===== src/rtl/div_pkg.sv =====
// div_pkg: shared types for the iterative integer divider.
//   div_state_e  - divider FSM state encoding
//   DIV_DATA_W   - operand width (only 32 supported)
//   mag32()      - magnitude of a 32-bit operand, signed or unsigned
package div_pkg;

    localparam int DIV_DATA_W = 32;
    localparam int DIV_CNT_W  = 6;

    typedef enum logic [2:0] {
        DIV_FREE   = 3'd0,
        DIV_BYZERO = 3'd1,
        DIV_OVF    = 3'd2,
        DIV_ON     = 3'd3,
        DIV_END    = 3'd4,
        DIV_FAST   = 3'd5
    } div_state_e;

    // Two's-complement negate only when the operand is signed and negative.
    // 0x80000000 maps to itself, which reads correctly as an unsigned magnitude.
    function automatic logic [31:0] mag32(input logic [31:0] v, input logic is_signed);
        return (is_signed && v[31]) ? (~v + 32'd1) : v;
    endfunction

endpackage


===== src/rtl/div.sv =====
// div: iterative restoring radix-2 divider for RISC-V DIV/DIVU/REM/REMU.
//   One quotient bit per cycle; operands latched at launch.
// Ports:
//   clk           rising-edge clock
//   rst           asynchronous active-low reset
//   signed_div_i  1 = DIV/REM, 0 = DIVU/REMU
//   opdata1_i     dividend
//   opdata2_i     divisor
//   start_i       level request, held until the result is consumed
//   annul_i       cancel the in-flight operation
//   result_o      {remainder, quotient}, registered
//   ready_o       result valid, registered
//   busy_o        FSM not in DIV_FREE
// Build option: DIV_FAST_PATH_EN - when defined, |divisor| > |dividend|
//   finishes in two cycles with quotient 0, remainder = dividend.
module div
    import div_pkg::*;
#(
    parameter int DATA_W = DIV_DATA_W,
    parameter int CNT_W  = DIV_CNT_W
) (
    input  logic                  clk,
    input  logic                  rst,
    input  logic                  signed_div_i,
    input  logic [DATA_W-1:0]     opdata1_i,
    input  logic [DATA_W-1:0]     opdata2_i,
    input  logic                  start_i,
    input  logic                  annul_i,
    output logic [2*DATA_W-1:0]   result_o,
    output logic                  ready_o,
    output logic                  busy_o
);

    div_state_e              state_q;
    logic [CNT_W-1:0]        cnt_q;
    logic [DATA_W-1:0]       dvd_q;   // dividend shifts out MSB-first, quotient shifts in
    logic [DATA_W-1:0]       dsr_q;
    logic [DATA_W-1:0]       rem_q;
    logic                    neg_quo_q;
    logic                    neg_rem_q;
    logic [2*DATA_W-1:0]     res_q;   // final result, presented from DIV_END

    logic [DATA_W-1:0]       mag1_d, mag2_d;
    logic                    ovf_d;
    logic [DATA_W:0]         shift_d, trial_d;
    logic                    qbit_d;
    logic [DATA_W-1:0]       rem_d, quo_d, rem_fix_d, quo_fix_d;

    assign mag1_d = mag32(opdata1_i, signed_div_i);
    assign mag2_d = mag32(opdata2_i, signed_div_i);
    assign ovf_d  = signed_div_i && (opdata1_i == {1'b1, {(DATA_W-1){1'b0}}}) && (&opdata2_i);

    // 33-bit trial subtract: borrow out (bit DATA_W) means the divisor did not fit.
    assign shift_d   = {rem_q, dvd_q[DATA_W-1]};
    assign trial_d   = shift_d - {1'b0, dsr_q};
    assign qbit_d    = ~trial_d[DATA_W];
    assign rem_d     = qbit_d ? trial_d[DATA_W-1:0] : shift_d[DATA_W-1:0];
    assign quo_d     = {dvd_q[DATA_W-2:0], qbit_d};
    assign quo_fix_d = neg_quo_q ? (~quo_d + 1'b1) : quo_d;
    assign rem_fix_d = neg_rem_q ? (~rem_d + 1'b1) : rem_d;

    assign busy_o = (state_q != DIV_FREE);

    always_ff @(posedge clk or negedge rst) begin
        if (!rst) begin
            state_q   <= DIV_FREE;
            cnt_q     <= '0;
            dvd_q     <= '0;
            dsr_q     <= '0;
            rem_q     <= '0;
            neg_quo_q <= 1'b0;
            neg_rem_q <= 1'b0;
            res_q     <= '0;
            result_o  <= '0;
            ready_o   <= 1'b0;
        end else begin
            case (state_q)
                DIV_FREE: begin
                    ready_o  <= 1'b0;
                    result_o <= '0;
                    if (start_i && !annul_i) begin
                        dvd_q     <= mag1_d;
                        dsr_q     <= mag2_d;
                        rem_q     <= '0;
                        cnt_q     <= '0;
                        neg_quo_q <= signed_div_i && (opdata1_i[DATA_W-1] ^ opdata2_i[DATA_W-1]);
                        neg_rem_q <= signed_div_i && opdata1_i[DATA_W-1];
                        // Short paths preload res_q now; their state just waits a cycle.
                        if (opdata2_i == '0) begin
                            state_q <= DIV_BYZERO;
                            res_q   <= {opdata1_i, {DATA_W{1'b1}}};
                        end else if (ovf_d) begin
                            state_q <= DIV_OVF;
                            res_q   <= {{DATA_W{1'b0}}, 1'b1, {(DATA_W-1){1'b0}}};
                        end
`ifdef DIV_FAST_PATH_EN
                        else if (mag2_d > mag1_d) begin
                            state_q <= DIV_FAST;
                            res_q   <= {opdata1_i, {DATA_W{1'b0}}};
                        end
`endif
                        else begin
                            state_q <= DIV_ON;
                        end
                    end
                end
                DIV_BYZERO, DIV_OVF, DIV_FAST: begin
                    ready_o  <= 1'b0;
                    result_o <= '0;
                    state_q  <= annul_i ? DIV_FREE : DIV_END;
                end
                DIV_ON: begin
                    ready_o  <= 1'b0;
                    result_o <= '0;
                    if (annul_i) begin
                        state_q <= DIV_FREE;
                    end else begin
                        rem_q <= rem_d;
                        dvd_q <= quo_d;
                        cnt_q <= cnt_q + 1'b1;
                        if (cnt_q == CNT_W'(DATA_W-1)) begin
                            res_q   <= {rem_fix_d, quo_fix_d};
                            state_q <= DIV_END;
                        end
                    end
                end
                DIV_END: begin
                    if (annul_i || !start_i) begin
                        state_q  <= DIV_FREE;
                        ready_o  <= 1'b0;
                        result_o <= '0;
                    end else begin
                        ready_o  <= 1'b1;
                        result_o <= res_q;
                    end
                end
                default: begin
                    state_q  <= DIV_FREE;
                    ready_o  <= 1'b0;
                    result_o <= '0;
                end
            endcase
        end
    end

endmodule


===== config.mk =====
export PLATFORM = sky130hd
export DESIGN_NAME = div
export DESIGN_NICKNAME = d
export VERILOG_FILES = /design/src/rtl/div_pkg.sv /design/src/rtl/div.sv
export SDC_FILE = /design/constraint.sdc
export NUM_CORES = 1
export LEC_CHECK = 0
export CELL_PAD_IN_SITES_DETAIL_PLACEMENT = 1
export CELL_PAD_IN_SITES_GLOBAL_PLACEMENT = 2
export CORE_ASPECT_RATIO = 1.75
export CORE_MARGIN = 5
export CORE_UTILIZATION = 38
export CTS_CLUSTER_SIZE = 25
export DETAILED_ROUTE_END_ITERATION = 10
export HOLD_SLACK_MARGIN = 0.15
export PLACE_DENSITY = 0.9
export SETUP_SLACK_MARGIN = 0.02
export SYNTH_ARGS = -nofsm -noshare
export SYNTH_HDL_FRONTEND = slang
export SYNTH_SLANG_ARGS = --single-unit

===== constraint.sdc =====
create_clock -name clk -period 7.9 [get_ports clk]
set_input_delay 1.185 -clock clk [delete_from_list [all_inputs] [get_ports clk]]
set_output_delay 1.185 -clock clk [all_outputs]
set_load 0.05 [all_outputs]

==> results.sh, run 1 <==
export IMPL_status="complete, no violations"
export IMPL_gp_congestion=0.9090
export IMPL_cp_end_kind="register"
export IMPL_io_pins=135
export IMPL_cts_buffers=24
export IMPL_async_flop_share=1.000
export IMPL_hold_viol_final=0
export IMPL_die_y_um=271.9
export IMPL_insertion_delay_ns=0.54
export IMPL_root_buffer="clkbuf_16"
export IMPL_whs_path_depth=2
export IMPL_path_max_fanout=21
export IMPL_worst_slew_pin_slew_ns=0.9635
export IMPL_routed_wl_um=53520
export IMPL_synth_top_area_frac=0.3965
export IMPL_io_buffers=134
export IMPL_cts_setup_buffers=0
export IMPL_worst_r2r_setup_slack_ns=1.63
export IMPL_synth_area_top_cells="dfrtp_1, o21ai_0, nand2_1, a21oi_1, nor2_1"
export IMPL_rows=96
export IMPL_drv_cap=0
export IMPL_finalCritPeriodShare=0.7939
export IMPL_core_area_um2=39040
export IMPL_grt_pass1_vias=14500
export IMPL_detail_route_antenna_nets=0
export IMPL_final_layout_size_suffix_gt1_frac=0.05418
export IMPL_setup_tns_ns=0
export IMPL_dr_first_iter_drc_count=748
export IMPL_syn_nets=1880
export IMPL_drc=0
export IMPL_cts_sinks=236
export IMPL_hold_start="res_q[0]"
export IMPL_syn_area_um2=14890
export IMPL_htree_levels=1
export IMPL_via_count=13702
export IMPL_clock_path_buffers=3
export IMPL_max_slew_margin=0.3411
export IMPL_rr_worst_depth=20
export IMPL_final_setup_worst_slack_ns=1.628
export IMPL_final_nets=1954
export IMPL_final_common_cell="dfrtp_1"
export IMPL_wl_per_cell_um=22.74
export IMPL_netlist_instances=1772
export IMPL_required_ns=8.34
export IMPL_die_area_um2=43410
export IMPL_cp_data_arrival_time_ns=6.71
export IMPL_fp_dieW_um=159.7
export IMPL_power_leakage_nw=7.224
export IMPL_synth_edf_count=0
export IMPL_finClkSkew_ns=0.01794
export IMPL_antenna_found_initial=0
export IMPL_synth_top_area_cell="dfrtp_1"
export IMPL_place_ws_ns=1.848
export IMPL_mostFrequentLayoutCells="dfrtp_1, nand2_1, o21ai_0, nor2_1, clkdlybuf4s50_1"
export IMPL_design_area_um2=17490
export IMPL_rr_endpoint="res_q[62]"
export IMPL_placed_area_um2=16640
export IMPL_power_density_nw_per_um2=243.2
export IMPL_grt_max_degree=113
export IMPL_yosys_register_bits=236
export IMPL_critPathLaunchType="register"
export IMPL_start_util=0.3815
export IMPL_period_minus_slack_ns=6.272
export IMPL_holdPathEnd="res_q[0]"
export IMPL_hold_path_class="reg -> reg"
export IMPL_drt_first_pass_iters=6
export IMPL_synth_seq_area_share=0.3965
export IMPL_path_clk_slew_ns=0.07
export IMPL_startpoint="rem_q[20]"
export IMPL_rsz0062_at_grt="no"
export IMPL_cts_resized=0
export IMPL_yosysWarningCount=0
export IMPL_setup_viol=0
export IMPL_fmax_ghz=0.1594
export IMPL_synth_cell_type_count=86
export IMPL_vias_per_cell=5.821
export IMPL_maxSlewViolCount=0
export IMPL_area_delta_synth_final_pct=17.43
export IMPL_ys_flop_type="dfrtp_1"
export IMPL_grt_pass1_wl_um=83450
export IMPL_grt_overflow_total=0
export IMPL_syn_area_per_cell_um2=8.405
export IMPL_cts_hold_buf=0
export IMPL_diodes=0
export IMPL_crit_type="reg -> reg"
export IMPL_track_usage=0.2420
export IMPL_cts_tree="built"
export IMPL_place_hpwl_um=41760
export IMPL_fill_cells=4576
export IMPL_vdd_drop_max_mv=0.1379
export IMPL_holdWs_ns=0.4613
export IMPL_r2r_start="rem_q[20]"
## flip-flops by register name, summed over array words and instances, names as in the netlist
register / count
res_q: 64
cnt_q: 6
ready_o: 1
neg_rem_q: 1
result_o: 64
dvd_q: 32
state_q: 3
dsr_q: 32
neg_quo_q: 1
rem_q: 32
## through the flow
stage / cells / power [mW] / util
floorplan: 1772 / 2.519 / -
global placement: 2310 / 2.970 / 0.4262
detailed placement: 2310 / 3.019 / 0.4262
CTS: 2354 / 4.293 / 0.4480
global route: 2354 / 4.503 / 0.4480
finish: 2354 / 4.254 / 0.4480
## area by class of cell
cell class,count,area (um^2),area share
timing repair buffer,156,1511,0.08642
clock inverter,12,170.2,0.009729
tap,490,613.1,0.03505
inverter,53,198.9,0.01137
multi-input combinational,1375,8409,0.4808
clock buffer,32,681.9,0.03899
sequential,236,5906,0.3376
## per-layer routing
layer	vias to the layer above	part of all wire	track usage	wire length, um
met5	-	0	0	0
met4	0	0.066	0.1358	3529
met3	141	0.032	0.02438	1737
met2	334	0.55	0.4752	29210
met1	6783	0.36	0.2455	19040
li1	6444	-	-	-
## logic make-up (layout without fill, tap and decap cells)
family,Yosys count,count (layout),share of synthesized area
xor+xnor,127,127,0.07468
mux,27,27,0.01840
compound gates,537,537,0.2247
fa+ha+maj,39,39,0.03327
flops,236,236,0.3965
simple gates,645,645,0.2101
buf+inv,161,253,0.04234
## cell usage after synthesis (15+ instances only)
cell type	n
mux2i_1	24
ha_1	38
nor2_1	156
and2_1	79
xor2_1	64
o21ai_1	41
a21oi_1	127
a31oi_1	20
a221oi_1	18
and3_1	17
dfrtp_1	236
nand3_1	28
inv_1	52
o31ai_1	25
buf_2	15
nor3_1	37
nand2_1	208
nor4_1	19
o21ai_0	173
xnor2_1	63
or3_1	25
clkbuf_1	87
nand4_1	24
## power by group
part / internal [mW] / switching, mW / total, mW / leakage [nW]
sequential: 1.42 / 0.218 / 1.64 / 3.11
clock: 0.739 / 0.515 / 1.25 / 0.419
combinational: 0.503 / 0.856 / 1.36 / 3.70
total: 2.66 / 1.59 / 4.25 / 7.22
## worst max-delay path by stage
stage,endpoint,cells past startpoint
after floorplan,res_q[62],24
after global placement,res_q[62],20
after detailed placement,res_q[62],20
after CTS,res_q[62],20
after global routing,res_q[62],20
final,res_q[62],20
## worst max-delay path, stage by stage (launching register included)
cell and delay (ns):
dfrtp_1 0.44, ha_1 0.43, a21oi_1 0.41, o21ai_1 0.12
a221oi_1 0.54, o211ai_1 0.31, a311oi_2 0.31, buf_4 0.31
nor2_4 0.05, inv_2 0.13, nor2_1 0.05, a21oi_1 0.24
ha_1 0.30, nand2_1 0.09, a2111oi_0 0.86, o2111ai_1 0.24
mux2i_1 0.35, nand4_1 0.28, o31ai_1 0.31, xor2_1 0.11
a221oi_1 0.26
No activity file was read; power rests on OpenSTA's default activity.
==> inputs of run 2 (changes only) <==
--- a/config.mk
+++ b/config.mk
@@ -9,11 +9,11 @@
 export CELL_PAD_IN_SITES_GLOBAL_PLACEMENT = 2
 export CORE_ASPECT_RATIO = 1.75
 export CORE_MARGIN = 5
-export CORE_UTILIZATION = 38
+export CORE_UTILIZATION = 32
 export CTS_CLUSTER_SIZE = 25
 export DETAILED_ROUTE_END_ITERATION = 10
 export HOLD_SLACK_MARGIN = 0.15
-export PLACE_DENSITY = 0.9
+export PLACE_DENSITY = 0.82
 export SETUP_SLACK_MARGIN = 0.02
 export SYNTH_ARGS = -nofsm -noshare
 export SYNTH_HDL_FRONTEND = slang
==> constraint.sdc (replaced) <==
create_clock -name clk -period 5.4 [get_ports clk]
set_input_delay 0.81 -clock clk [delete_from_list [all_inputs] [get_ports clk]]
set_output_delay 0.81 -clock clk [all_outputs]
set_load 0.05 [all_outputs]
==> run 2 against run 1 <==
Die area up 18%. Final cell count up 5.9%. Register-to-register slack got worse by 1.3 ns. Sequential share of layout area down 0.83 points. Non-clock buffer count is 39 higher. Highest routed layer unchanged.
==> results.sh, run 2 (synthesis results as in run 1) <==
export IMPL_max_slew_margin=0.1681
export IMPL_final_setup_worst_slack_ns=0.2792
export IMPL_setup_tns_ns=0
export IMPL_grt_pass1_vias=14696
export IMPL_area_delta_synth_final_pct=20.40
export IMPL_htree_levels=1
export IMPL_cts_tree="built"
export IMPL_antenna_found_initial=2
export IMPL_start_util=0.3233
export IMPL_grt_overflow_total=0
export IMPL_vdd_drop_max_mv=0.2299
export IMPL_clock_path_buffers=3
export IMPL_place_ws_ns=0.2309
export IMPL_place_hpwl_um=42240
export IMPL_rows=104
export IMPL_io_pins=135
export IMPL_final_layout_size_suffix_gt1_frac=0.07551
export IMPL_track_usage=0.2059
export IMPL_status="complete, no violations"
export IMPL_detail_route_antenna_nets=0
export IMPL_root_buffer="clkbuf_16"
export IMPL_cts_sinks=236
export IMPL_fill_cells=5439
export IMPL_placed_area_um2=17080
export IMPL_power_leakage_nw=7.419
export IMPL_core_area_um2=46060
export IMPL_via_count=13676
export IMPL_final_nets=1995
export IMPL_die_y_um=295.4
export IMPL_cts_setup_buffers=0
export IMPL_drv_cap=0
export IMPL_critPathLaunchType="register"
export IMPL_hold_path_class="in -> async"
export IMPL_top_regs="res_q: 64 flops, result_o: 64 flops"
export IMPL_vias_per_cell=5.488
export IMPL_die_area_um2=51130
export IMPL_drc=0
export IMPL_mostFrequentLayoutCells="dfrtp_1, nand2_1, o21ai_0, nor2_1, clkdlybuf4s50_1"
export IMPL_wl_per_cell_um=21.47
export IMPL_fp_dieW_um=173.1
export IMPL_cts_hold_buf=0
export IMPL_fmax_ghz=0.1953
export IMPL_finClkSkew_ns=0.01813
export IMPL_hold_viol_final=0
export IMPL_final_common_cell="dfrtp_1"
export IMPL_dr_first_iter_drc_count=672
export IMPL_cp_end_kind="register"
export IMPL_path_clk_slew_ns=0.07
export IMPL_insertion_delay_ns=0.56
export IMPL_finalCritPeriodShare=0.9483
export IMPL_design_area_um2=17930
export IMPL_required_ns=5.82
export IMPL_grt_pass1_wl_um=83790
export IMPL_path_max_fanout=9
export IMPL_cp_data_arrival_time_ns=5.54
export IMPL_grt_max_degree=114
export IMPL_crit_type="reg -> reg"
export IMPL_power_density_nw_per_um2=346.8
export IMPL_drt_first_pass_iters=4
export IMPL_worst_slew_pin_slew_ns=1.245
export IMPL_holdWs_ns=0.2551
export IMPL_setup_viol=0
export IMPL_maxSlewViolCount=0
export IMPL_cts_buffers=26
export IMPL_routed_wl_um=53510
export IMPL_utilization=0.3893
export IMPL_gp_congestion=0.9452
export IMPL_period_minus_slack_ns=5.121
export IMPL_io_buffers=134
-- run 2: cell count changes in the layout (fill, tap and decap cells not counted), sizes merged --
| cell | before | now |
|---|---|---|
| buf | 23 | 62 |
| bufinv | 4 | 1 |
| clkbuf | 32 | 35 |
| clkinv | 7 | 9 |
| clkinvlp | 1 | 2 |
| diode | 0 | 2 |
| inv | 53 | 54 |
-- run 2: path summary, 6_finish.rpt --
path                            from            to  slack [ns]  cells past startpoint
setup / recovery           rem_q[24]     res_q[60]        0.28                     23
hold / removal                   rst      dvd_q[2]        0.26                      1
setup reg to reg           rem_q[24]     res_q[60]        0.28                     23
hold reg to reg            dsr_q[16]     dsr_q[16]        0.47                      2
max in group asynchronous        rst  result_o[32]        4.02                      2
min in group clk           dsr_q[16]     dsr_q[16]        0.47                      2
-- run 2: repair_timing --
| action | 4_1_cts | 5_1_grt |
|---|---|---|
| resized for setup | 0 | 2 |
| setup endpoints to repair | 0 | 3 |
| hold endpoints to repair | 0 | 0 |
-- run 2: layer usage --
metal  up-vias  GRT usage  wire length [um]  share of wire
li1       6523          -                 -              -
met1      6675     0.2136             19400           0.36
met2       336     0.3935             28330           0.53
met5         -          0                 0              0
met3       142    0.01855              1702          0.032
met4         0     0.1356              4070          0.076
-- run 2: power by group --
part,switching [mW],internal (mW)
clock network,0.786,1.00
logic,1.23,0.795
registers,0.322,2.08
total,2.34,3.88
-- run 2: area by class of cell --
class	count	area, um^2	area share
Tap cell	583	729.5	0.04068
Multi-Input combinational cell	1375	8421	0.4696
Clock inverter	13	117.6	0.006559
Inverter	53	198.9	0.01109
Timing Repair Buffer	195	1829	0.1020
Sequential cell	236	5906	0.3293
Antenna cell	2	5.005	0.0002791
Clock buffer	35	725.7	0.04047
-- run 2: critical path, cell delays in order (launching register included) --
cell       delay, ns
dfrtp_1         0.44
ha_1            0.42
a21oi_1         0.27
nor2_1          0.08
a211oi_1        0.34
o211ai_1        0.13
buf_4           0.17
a32o_2          0.25
nor2_4          0.16
inv_2           0.08
buf_4           0.17
a21oi_1         0.21
ha_1            0.21
nand2_1         0.07
a2111oi_1       0.52
buf_4           0.21
o2111ai_1       0.11
mux2i_1         0.18
buf_4           0.14
nand4_1         0.19
buf_4           0.21
o21ai_1         0.15
xor2_1          0.20
o21ai_1         0.08
-- run 2: per-stage QoR --
stage	total power, mW	cells
CTS	6.279	2490
global route	6.610	2492
detailed placement	4.469	2442
floorplan	3.685	1772
global placement	4.402	2442
finish	6.220	2492
==> inputs of run 3 (changes only) <==
--- a/config.mk
+++ b/config.mk
@@ -9,11 +9,11 @@
 export CELL_PAD_IN_SITES_GLOBAL_PLACEMENT = 2
 export CORE_ASPECT_RATIO = 1.75
 export CORE_MARGIN = 5
-export CORE_UTILIZATION = 32
+export CORE_UTILIZATION = 38
 export CTS_CLUSTER_SIZE = 25
 export DETAILED_ROUTE_END_ITERATION = 10
 export HOLD_SLACK_MARGIN = 0.15
-export PLACE_DENSITY = 0.82
+export PLACE_DENSITY = 0.9
 export SETUP_SLACK_MARGIN = 0.02
 export SYNTH_ARGS = -nofsm -noshare
 export SYNTH_HDL_FRONTEND = slang
==> constraint.sdc (replaced) <==
create_clock -name clk -period 5.9 [get_ports clk]
set_input_delay 0.885 -clock clk [delete_from_list [all_inputs] [get_ports clk]]
set_output_delay 0.885 -clock clk [all_outputs]
set_load 0.05 [all_outputs]
==> run 3 against run 2 <==
Combinational power shrank 11%. Register-to-register slack gained 0.30 ns. Total power shrank 9.9%. Core utilization grew 5.9 points. Clock-buffer cell count shrank 8. Critical path depth shrank 3. Final cell count shrank 5.3%. Critical endpoint is now res_q[62]. Largest cell class unchanged.
==> results.sh, run 3 (synthesis results as in run 1) <==
export IMPL_status="complete, no violations"
export IMPL_htree_levels=1
export IMPL_root_buffer="clkbuf_16"
export IMPL_grt_pass1_vias=14541
export IMPL_maxSlewViolCount=0
export IMPL_utilization=0.4486
export IMPL_hold_path_class="in -> async"
export IMPL_design_area_um2=17510
export IMPL_via_count=13720
export IMPL_fp_dieW_um=159.7
export IMPL_insertion_delay_ns=0.53
export IMPL_final_nets=1964
export IMPL_drt_first_pass_iters=5
export IMPL_cp_data_arrival_time_ns=5.75
export IMPL_cts_resized=0
export IMPL_seqCellArea_um2=5906
export IMPL_critPathLaunchType="register"
export IMPL_mostFrequentLayoutCells="dfrtp_1, nand2_1, o21ai_0, nor2_1, clkdlybuf4s50_1"
export IMPL_multi_input_area_um2=8409
export IMPL_fmax_ghz=0.1881
export IMPL_period_minus_slack_ns=5.318
export IMPL_finClkSkew_ns=0.007326
export IMPL_finalCritPeriodShare=0.9013
export IMPL_detail_route_antenna_nets=0
export IMPL_io_buffers=134
export IMPL_cts_setup_buffers=0
export IMPL_io_pins=135
export IMPL_max_slew_margin=0.3113
export IMPL_drv_cap=0
export IMPL_grt_max_degree=123
export IMPL_cts_sinks=236
export IMPL_setup_viol=0
export IMPL_routed_wl_um=52580
export IMPL_top_regs="res_q: 64 flops, result_o: 64 flops"
export IMPL_path_max_fanout=10
export IMPL_core_area_um2=39040
export IMPL_place_hpwl_um=40610
export IMPL_fill_cells=4576
export IMPL_path_clk_slew_ns=0.07
export IMPL_gp_congestion=0.9193
export IMPL_power_density_nw_per_um2=320.0
export IMPL_final_common_cell="dfrtp_1"
export IMPL_vdd_drop_max_mv=0.1812
export IMPL_cts_tree="built"
export IMPL_cp_end_kind="register"
export IMPL_worst_slew_pin_slew_ns=1.033
export IMPL_area_delta_synth_final_pct=17.57
export IMPL_hold_viol_final=0
export IMPL_track_usage=0.2380
export IMPL_final_layout_size_suffix_gt1_frac=0.05882
export IMPL_placed_area_um2=16730
export IMPL_wl_per_cell_um=22.27
export IMPL_crit_type="reg -> reg"
export IMPL_setup_tns_ns=0
export IMPL_grt_overflow_total=0
export IMPL_clock_path_buffers=3
export IMPL_required_ns=6.33
export IMPL_rows=96
export IMPL_cts_hold_buf=0
export IMPL_vias_per_cell=5.811
export IMPL_die_area_um2=43410
export IMPL_antenna_found_initial=0
export IMPL_dr_first_iter_drc_count=680
export IMPL_power_leakage_nw=7.242
export IMPL_rsz0062_at_grt="no"
export IMPL_die_y_um=271.9
export IMPL_grt_pass1_wl_um=82260
export IMPL_drc=0
export IMPL_cts_buffers=23
export IMPL_start_util=0.3815
[run 3: cell count changes in the layout (fill, tap and decap cells not counted), moves of 2 or more]
cell	change
bufinv_16	+2
buf_4	-27
clkinv_4	-2
clkbuf_1	-5
clkbuf_16	-4
[run 3: cell type report]
class / instances / area share
Antenna cell: 1 / 0.0001429
Clock buffer: 27 / 0.03544
Clock inverter: 12 / 0.008860
Inverter: 53 / 0.01136
Multi-Input combinational cell: 1375 / 0.4802
Sequential cell: 236 / 0.3372
Tap cell: 490 / 0.03501
Timing Repair Buffer: 167 / 0.09174
[run 3: stage by stage]
step / hold WS, ns / cells / worst slack, ns / power [mW]
after floorplan: 0.4304 / 1772 / 0.7260 / 3.372
after global placement: 0.4564 / 2321 / 0.6348 / 3.983
after detailed placement: 0.4660 / 2321 / 0.5372 / 4.052
after CTS: 0.4791 / 2360 / 0.5944 / 5.641
after global routing: 0.4970 / 2360 / 0.1154 / 5.923
final: 0.4102 / 2361 / 0.5825 / 5.604
[run 3: layer usage]
layer | part of all wire | GRT usage | wire length [um] | up-vias
met1 | 0.36 | 0.2436 | 18870 | 6808
met3 | 0.028 | 0.02195 | 1472 | 134
li1 | - | - | - | 6457
met2 | 0.55 | 0.4634 | 28740 | 321
met5 | 0 | 0 | 0 | -
met4 | 0.066 | 0.1392 | 3488 | 0
[run 3: power by group]
group	switching [mW]	internal, mW	leakage [nW]
logic	1.13	0.685	3.75
clock network	0.685	0.888	0.377
registers	0.313	1.90	3.11
total	2.13	3.48	7.24
[run 3: worst max-delay path, cell delays in order (launching register included)]
cell and delay [ns]:
dfrtp_1 0.43, ha_1 0.47, and3_1 0.39, nand4_1 0.26
nor4_2 0.32, buf_4 0.20, a32o_2 0.22, nor2_4 0.06
inv_2 0.12, nor2_1 0.06, a21oi_1 0.20, ha_1 0.27
nand2_1 0.09, a2111oi_0 0.43, buf_4 0.19, o2111ai_1 0.12
mux2i_1 0.39, nand4_1 0.29, o31ai_1 0.32, xor2_1 0.10
a221oi_1 0.27
[run 3: path summary, 6_finish.rpt]
| path | depth (start not counted) | start | endpoint | slack (ns) |
|---|---|---|---|---|
| worst max-delay path | 20 | rem_q[21] | res_q[62] | 0.58 |
| worst min-delay path | 1 | rst | result_o[6] | 0.41 |
| worst max register to register | 20 | rem_q[21] | res_q[62] | 0.58 |
| worst min register to register | 2 | res_q[19] | res_q[19] | 0.47 |
| max in group asynchronous | 2 | rst | res_q[31] | 4.14 |
| min in group clk | 2 | res_q[19] | res_q[19] | 0.47 |
